==> src/rtl/rsp_arbiter_n.sv <==
// rsp_arbiter_n: merges CH_NUM response producers onto one response-FIFO write port.
// Each channel pushes into a private circular buffer. One buffered word per cycle is
// granted to the registered output. Grants stop while the downstream is almost full.
//
// Ports:
//   clk, rst_n        clock; synchronous active-low reset
//   rsp_write_en_i    per-channel push strobe (bit i = channel i)
//   rsp_data_i        per-channel push data, channel i at [i*RSP_WIDTH +: RSP_WIDTH]
//   ch_full_o         channel buffer holds BUF_DEPTH words
//   ovf_o             sticky per-channel "push dropped" flag
//   ovf_clr           clears all ovf_o bits; a same-cycle overflow still sets its bit
//   rsp_full          downstream almost-full; blocks new grants
//   rsp_write_en      registered write strobe to the response FIFO
//   rsp_data          registered write data, zero when no write
//
// Build option: define RSP_ARB_FIXED_PRIO_EN for a fixed-priority grant, where the
// lowest-index non-empty channel wins. The default build is round-robin.

module rsp_arbiter_n #(
  parameter int unsigned RSP_WIDTH = 32,
  parameter int unsigned CH_NUM    = 4,
  parameter int unsigned BUF_DEPTH = 4
) (
  input  logic                          clk,
  input  logic                          rst_n,
  input  logic [CH_NUM-1:0]             rsp_write_en_i,
  input  logic [CH_NUM*RSP_WIDTH-1:0]   rsp_data_i,
  output logic [CH_NUM-1:0]             ch_full_o,
  output logic [CH_NUM-1:0]             ovf_o,
  input  logic                          ovf_clr,
  input  logic                          rsp_full,
  output logic                          rsp_write_en,
  output logic [RSP_WIDTH-1:0]          rsp_data
);

  localparam int unsigned PtrW = $clog2(BUF_DEPTH);
  localparam int unsigned CntW = $clog2(BUF_DEPTH + 1);
  localparam int unsigned GntW = $clog2(CH_NUM);
  localparam logic [CntW-1:0] DepthCnt = CntW'(BUF_DEPTH);

  logic [RSP_WIDTH-1:0] mem_q [CH_NUM][BUF_DEPTH];

  logic [PtrW-1:0] wr_ptr_q [CH_NUM];
  logic [PtrW-1:0] wr_ptr_d [CH_NUM];
  logic [PtrW-1:0] rd_ptr_q [CH_NUM];
  logic [PtrW-1:0] rd_ptr_d [CH_NUM];
  logic [CntW-1:0] count_q  [CH_NUM];
  logic [CntW-1:0] count_d  [CH_NUM];

  logic [CH_NUM-1:0]    ovf_q, ovf_d;
  logic                 rsp_write_en_q, rsp_write_en_d;
  logic [RSP_WIDTH-1:0] rsp_data_q, rsp_data_d;

  logic [CH_NUM-1:0] nonempty, full, push_ok, pop;
  logic              gnt_valid;
  logic [GntW-1:0]   gnt_idx;

  // Occupancy is taken from the registered count only, so a push to a full buffer is
  // dropped even when that channel is popped in the same cycle.
  always_comb begin
    nonempty = '0;
    full     = '0;
    push_ok  = '0;
    for (int i = 0; i < CH_NUM; i++) begin
      nonempty[i] = (count_q[i] != '0);
      full[i]     = (count_q[i] == DepthCnt);
      push_ok[i]  = rsp_write_en_i[i] && !full[i];
    end
  end

`ifdef RSP_ARB_FIXED_PRIO_EN
  // Scan from high to low so the lowest-index non-empty channel is the last assignment.
  always_comb begin
    gnt_valid = 1'b0;
    gnt_idx   = '0;
    for (int i = CH_NUM - 1; i >= 0; i--) begin
      if (!rsp_full && nonempty[i]) begin
        gnt_valid = 1'b1;
        gnt_idx   = GntW'(i);
      end
    end
  end
`else
  logic [GntW-1:0] last_grant_q, last_grant_d;
  logic [GntW-1:0] cand;

  // Offsets are scanned from farthest to nearest, so the final assignment is the first
  // non-empty channel after last_grant_q in round-robin order.
  always_comb begin
    gnt_valid = 1'b0;
    gnt_idx   = '0;
    cand      = '0;
    for (int off = CH_NUM; off >= 1; off--) begin
      cand = GntW'((int'(last_grant_q) + off) % CH_NUM);
      if (!rsp_full && nonempty[cand]) begin
        gnt_valid = 1'b1;
        gnt_idx   = cand;
      end
    end
    last_grant_d = gnt_valid ? gnt_idx : last_grant_q;
  end

  always_ff @(posedge clk) begin
    if (!rst_n) begin
      last_grant_q <= GntW'(CH_NUM - 1);
    end else begin
      last_grant_q <= last_grant_d;
    end
  end
`endif

  always_comb begin
    pop = '0;
    for (int i = 0; i < CH_NUM; i++) begin
      pop[i] = gnt_valid && (gnt_idx == GntW'(i));
    end
  end

  // Pointer and count next state.
  always_comb begin
    for (int i = 0; i < CH_NUM; i++) begin
      wr_ptr_d[i] = push_ok[i] ? wr_ptr_q[i] + PtrW'(1) : wr_ptr_q[i];
      rd_ptr_d[i] = pop[i]     ? rd_ptr_q[i] + PtrW'(1) : rd_ptr_q[i];
      count_d[i]  = count_q[i];
      if (push_ok[i] && !pop[i]) begin
        count_d[i] = count_q[i] + CntW'(1);
      end else if (!push_ok[i] && pop[i]) begin
        count_d[i] = count_q[i] - CntW'(1);
      end
    end
  end

  // Sticky overflow: clear first, then a new drop sets its bit, so the set wins.
  always_comb begin
    ovf_d = ovf_clr ? '0 : ovf_q;
    ovf_d = ovf_d | (rsp_write_en_i & full);
  end

  always_comb begin
    rsp_write_en_d = gnt_valid;
    rsp_data_d     = gnt_valid ? mem_q[gnt_idx][rd_ptr_q[gnt_idx]] : '0;
  end

  // Buffer storage carries no reset; validity is tracked by the counts.
  always_ff @(posedge clk) begin
    for (int i = 0; i < CH_NUM; i++) begin
      if (push_ok[i]) begin
        mem_q[i][wr_ptr_q[i]] <= rsp_data_i[i*RSP_WIDTH +: RSP_WIDTH];
      end
    end
  end

  always_ff @(posedge clk) begin
    if (!rst_n) begin
      for (int i = 0; i < CH_NUM; i++) begin
        wr_ptr_q[i] <= '0;
        rd_ptr_q[i] <= '0;
        count_q[i]  <= '0;
      end
      ovf_q          <= '0;
      rsp_write_en_q <= 1'b0;
      rsp_data_q     <= '0;
    end else begin
      for (int i = 0; i < CH_NUM; i++) begin
        wr_ptr_q[i] <= wr_ptr_d[i];
        rd_ptr_q[i] <= rd_ptr_d[i];
        count_q[i]  <= count_d[i];
      end
      ovf_q          <= ovf_d;
      rsp_write_en_q <= rsp_write_en_d;
      rsp_data_q     <= rsp_data_d;
    end
  end

  assign ch_full_o    = full;
  assign ovf_o        = ovf_q;
  assign rsp_write_en = rsp_write_en_q;
  assign rsp_data     = rsp_data_q;

endmodule

==> config.mk <==
export PLATFORM = sky130hd
export DESIGN_NAME = rsp_arbiter_n
export DESIGN_NICKNAME = d
export VERILOG_FILES = /design/src/rtl/rsp_arbiter_n.sv
export SDC_FILE = /design/constraint.sdc
export NUM_CORES = 1
export LEC_CHECK = 0
export BUFFER_PORTS_ARGS = -buffer_cell sky130_fd_sc_hd__buf_2
export CORE_MARGIN = 2
export CORE_UTILIZATION = 54
export DETAILED_ROUTE_END_ITERATION = 16
export PLACE_DENSITY_LB_ADDON = 0.15
export SLEW_MARGIN = 20
export SYNTH_ARGS = -nofsm -noshare
export SYNTH_HDL_FRONTEND = slang
export SYNTH_SLANG_ARGS = --single-unit
==> constraint.sdc <==
create_clock -name clk -period 4.1 [get_ports clk]
set_input_delay 0.205 -clock clk [delete_from_list [all_inputs] [get_ports clk]]
set_output_delay 0.205 -clock clk [all_outputs]
set_load 0.02 [all_outputs]
-- Yosys cells after proc, flatten, opt, wreduce, memory -nomap -nowiden
Memories as Yosys holds them, arrays and structs flattened.
Cells that the tools add are included.
- register bits after elaboration: 39
- latch bits: 0
- memory bits (writable): 540
- memory bits (read-only): 0
- input bits: 136
- output and inout port bits: 41
- word-level logic and storage cells: 176
- memories: 4
- memories (name ; depth ; bits a word ; rd ports ; clocked after memory_dff ; wr ports ; line ; text):
    mem_q ; 4 ; 128 ; 1 ; 0 ; 4 ; 41 ; logic [RSP_WIDTH-1:0] mem_q [CH_NUM][BUF_DEPTH];
    count_q ; 4 ; 3 ; 4 ; 0 ; 4 ; 47 ; logic [CntW-1:0] count_q [CH_NUM];
    rd_ptr_q ; 4 ; 2 ; 5 ; 0 ; 4 ; 45 ; logic [PtrW-1:0] rd_ptr_q [CH_NUM];
    wr_ptr_q ; 4 ; 2 ; 4 ; 0 ; 4 ; 43 ; logic [PtrW-1:0] wr_ptr_q [CH_NUM];
- add/subtract/negate cells: 20
- multipliers: 0
- divide/modulo/power cells: 0
- magnitude comparators: 13
- eq/ne operators: 7
- shift operators: 0
- multiplexer cells: 66
- bitwise gates (word level): 19
- reductions and logical operators: 43
- operators by type and width (operator ; number):
    $mux 128 ; 4
    $demux 32 s2 ; 4
    $mux 32 ; 6
    $bmux 32 s2 ; 1
    $mux 2 ; 20
    $mux 3 ; 12
    $logic_and 1x1->1 ; 24
    $add 2x1->2 const B ; 10
    $ge 3x3->1 const B ; 5
    $not 2->3 ; 5
    $mux 1 ; 14
    $logic_not 1->1 ; 13
    $add 3x1->3 const B ; 4
    $eq 3x3->1 const B ; 4
    $lt 2x3->1 const B ; 4
    $lt 3x1->1 const B ; 4
    $or 1x1->1 ; 12
    $reduce_bool 3->1 ; 4
    $sub 3x1->3 const B ; 4
    $bmux 1 s2 ; 4
    $add 2x2->2 const B ; 2
    $and 4x4->4 ; 1
    $eq 2x2->1 const B ; 2
    $mux 4 ; 1
    other kinds (4) ; 4

-- Longest topological paths before layout
- depth after elaboration: 14
- depth in mapped cells: 14
- gate-level depth less buffers: 12

-- Worst setup path after synthesis
No wires, ideal clock.
- kind: register to register
- from: memory count_q[3][0] (netlist name)
- to: memory count_q[3][2] (netlist name)
- setup time: 0.076 ns
- arrival: 3.130 ns
- required time: 4.024 ns
- slack: 0.894 ns
- stages on the path, launching flop included: 15
- buffers on the path: 2
- period minus slack after synthesis: 3.206 ns
- path through: dfxtp_1 -> or3_4 -> a211o_1 -> o211a_1 -> o21ai_2 -> nand2_2 -> buf_4 -> buf_2 -> nand2_1 -> ha_1 -> inv_1 -> fa_1 -> xor2_1 -> or3_1 -> a21boi_0
- RTL lines (element ; line):
    start: declaration ; 47

==> results.toml <==
[grt]
grt_first_pass_wirelength_microns = 89400
grt_pass1_vias = 14284
grtUsageTotal_pct = 27.1
gr-total-overflow = 0
number_of_antenna_violations_at_the_first_check_in_global_routing = 6
maximum_number_of_pins_on_one_net_before_global_route_repair = 99

[placement]
dp_hpwl_microns = 36200
weighted_congestion_at_the_end_of_routability_driven_global_placement = 0.880
numPortBuffers = 176
pre_cts_slack_ns = 0.680

[synthesis]
syn_nets = 1684
yosys_warnings = 0
syn_area_sq_mm = 0.0235
ys_seq_elements = 579
async_reset_ff_share_pct = 0
synth.largest_area_cell = "sky130_fd_sc_hd__edfxtp_1"
seq_total_area_yosys_pct = 71.0
synth_edf_count = 512
synth.area.top_cells = "sky130_fd_sc_hd__edfxtp_1, sky130_fd_sc_hd__dfxtp_1, sky130_fd_sc_hd__mux2i_1, sky130_fd_sc_hd__nand2_1, sky130_fd_sc_hd__o32ai_2"
yosysUniqueCellTypes = 57
synthesis.area_per_instance_sq_um = 15.4
synth-main-ff-cell = "sky130_fd_sc_hd__edfxtp_1"
post-synth-top-area-fraction_pct = 65.3
synth_cells = 1524

[sta]
pnr_worst_setup_slack_ns = 0.678
clock.fmax_mhz = 292
finalClockSkew_ns = 0.0227
period_share_pct = 83.5
final-max-slew-violation-count = 0
grt_setup_unrepaired = "false"
timing_hold_violations_final = 0
worstMarginPinSlew_ns = 1.14
setup_viol = 0
finalHoldWorstSlack_ns = 0.0534
max-slew-margin-rel_pct = 23.9
final.min_clock_period_ns = 3.42
totalNegativeSetupSlack_ns = 0

[final_layout]
layout.filler_cells = 3049
layout.nets = 1986
area_delta_synth_final_pct = 20.2
most_frequent_cells_in_the_layout = "sky130_fd_sc_hd__edfxtp_1, sky130_fd_sc_hd__buf_2, sky130_fd_sc_hd__nand2_1"
mostFrequentLayoutCell = "sky130_fd_sc_hd__edfxtp_1"
fraction_of_final_layout_cells_sized_beyond_drive_strength_1_pct = 21.9

[power]
peakVddDrop_uv = 520
p_per_area_mw_per_mm2 = 679
power_leakage_nw = 9.97

[floorplan]
standard_cell_core_area_sq_mm = 0.0431
die_y_microns = 213
num_rows = 76
starting_density_of_the_core_pct = 54.6
die_footprint_sq_mm = 0.0453
floorplan.io_pins = 177
die_width_microns = 213

[setup_path]
critical_path_cell_by_cell = "or3_4 > a211o_1 > o211a_1 > o21ai_2 > nand2_8 > nand2_1 > ha_1 > inv_1 > fa_1 > xor2_1 > or3_1 > a21boi_0"
worstPathRequired_ns = 4.61
worst-path-buf-inv = 1
worst-endpoint-arrival_ns = 3.93
crit_path_max_incr_delay_ns = 0.44
critical_path_peak_fanout = 21
worstSetupEndpointType = "register"
critical_path_class = "register to register"
timing.critical_path.max_delay_family = "simple AND/OR/NAND/NOR gates"
cp_slowest_cell = "sky130_fd_sc_hd__or3_4"
critical_path.startpoint_type = "register"

[clock_network]
cts-htree-levels = 2
cts.sink_count = 579
clk_pin_slew_worst_paths_ns = 0.06
cts.path.max_buffers = 3
cts_tree = "done"
worst_skew_pair.late_latency_ns = 0.61
post_cts.repair.setup_buffers = 0
cts_root_buffer = "sky130_fd_sc_hd__clkbuf_16"
total_cts_buffers = 56

[route]
wire_per_inst_microns = 24.8
drc = 0
ant_nets = 0
via_count = 14462
detail_route.wirelength_microns = 61100
via_per_inst = 5.87
iteration_count_of_the_initial_detailed_routing_pass = 6
detailedRoute.firstIterationViolations = 1452

[run]
timing.max_cap.violations = 0

[worst_hold_path]
hold_path.class = "primary input to register"

[status]
outcome = "completed"
## cells in the mapped netlist (all sizes together), types with 33 or more instances
master / instances
edfxtp: 512
nand2: 137
mux2i: 133
dfxtp: 67
clkbuf: 56
o21ai: 44
nor2: 42
a21oi: 41
buf: 41
o211ai: 35
a211o: 34
o21a: 34
a221oi: 33
## through the flow
step | std cells | utilization, % | power, mW | cell area (sq um)
final | 2464 | 65.7 | 19.2 | 28300
after global routing | 2463 | 65.7 | 20.0 | 28300
after CTS | 2458 | 65.6 | 19.2 | 28300
after detailed placement | 2221 | 58.2 | 13.9 | 25100
after global placement | 2221 | 58.2 | 13.8 | 25100
after floorplan | 1524 | - | 11.8 | 23500
## routing by layer
metal  up-vias  global-route usage (%)  part of all wire, %
met5         -                       0                0.026
met4         2                    8.05                  2.4
met3       107                    4.82                  8.1
met2       593                    41.7                   46
met1      7263                    39.9                   44
li1       6497                       -                    -
## layout make-up
type,count,area (sq um),area share (%)
Multi-Input combinational cell,833,6360,22.5
Sequential cell,579,16700,59.1
Tap cell,585,732,2.59
Timing Repair Buffer,341,2510,8.88
Inverter,15,56.3,0.199
Clock buffer,84,1620,5.71
Clock inverter,21,270,0.955
Antenna cell,6,15.0,0.0531
## cells by family after synthesis
kind of cell / count (synthesis) / synth area share [%]
flip-flops: 579 / 71.0
buffers and inverters: 112 / 2.11
AO/OA/AOI/OAI: 299 / 10.7
adder cells (fa/ha/maj): 24 / 1.40
AND/OR/NAND/NOR: 325 / 6.87
XOR/XNOR: 20 / 0.744
multiplexers: 165 / 7.19
## flip-flops by register name, summed over array words and instances, names as in the netlist
signal	flops
mem_q	512
rsp_data	32
count_q	12
rd_ptr_q	8
wr_ptr_q	8
ovf_o	4
last_grant_q	2
rsp_write_en	1
## worst paths after layout
path	start	end	slack, ns	cells past startpoint
min	rst_n	last_grant_q[1]	0.05	2
min reg2reg	ovf_o[0]	ovf_o[0]	0.53	2
max	count_q[3][0]	count_q[3][2]	0.68	12
max reg2reg	count_q[3][0]	count_q[3][2]	0.68	12
## repair_timing
item,4_1_cts,5_1_grt
endpoints found under the setup margin,0,0
hold buffers,132,0
resized for setup,0,0
hold endpoints to repair,516,0
## power breakdown
| part | internal [mW] | total (mW) | switching [mW] |
|---|---|---|---|
| Combinational | 2.25 | 6.33 | 4.08 |
| Sequential | 7.27 | 7.64 | 0.368 |
| Clock | 3.10 | 5.24 | 2.14 |
## worst register-to-register path, delay by kind of cell, from the launching register on
kind	cells	cell delay, ns
AND/OR/NAND/NOR	4	1.14
adder cells (fa/ha/maj)	2	0.57
AO/OA/AOI/OAI	4	1.04
flip-flops	1	0.37
buffers and inverters	1	0.06
XOR/XNOR	1	0.18
No activity file was read; power rests on OpenSTA's default activity.
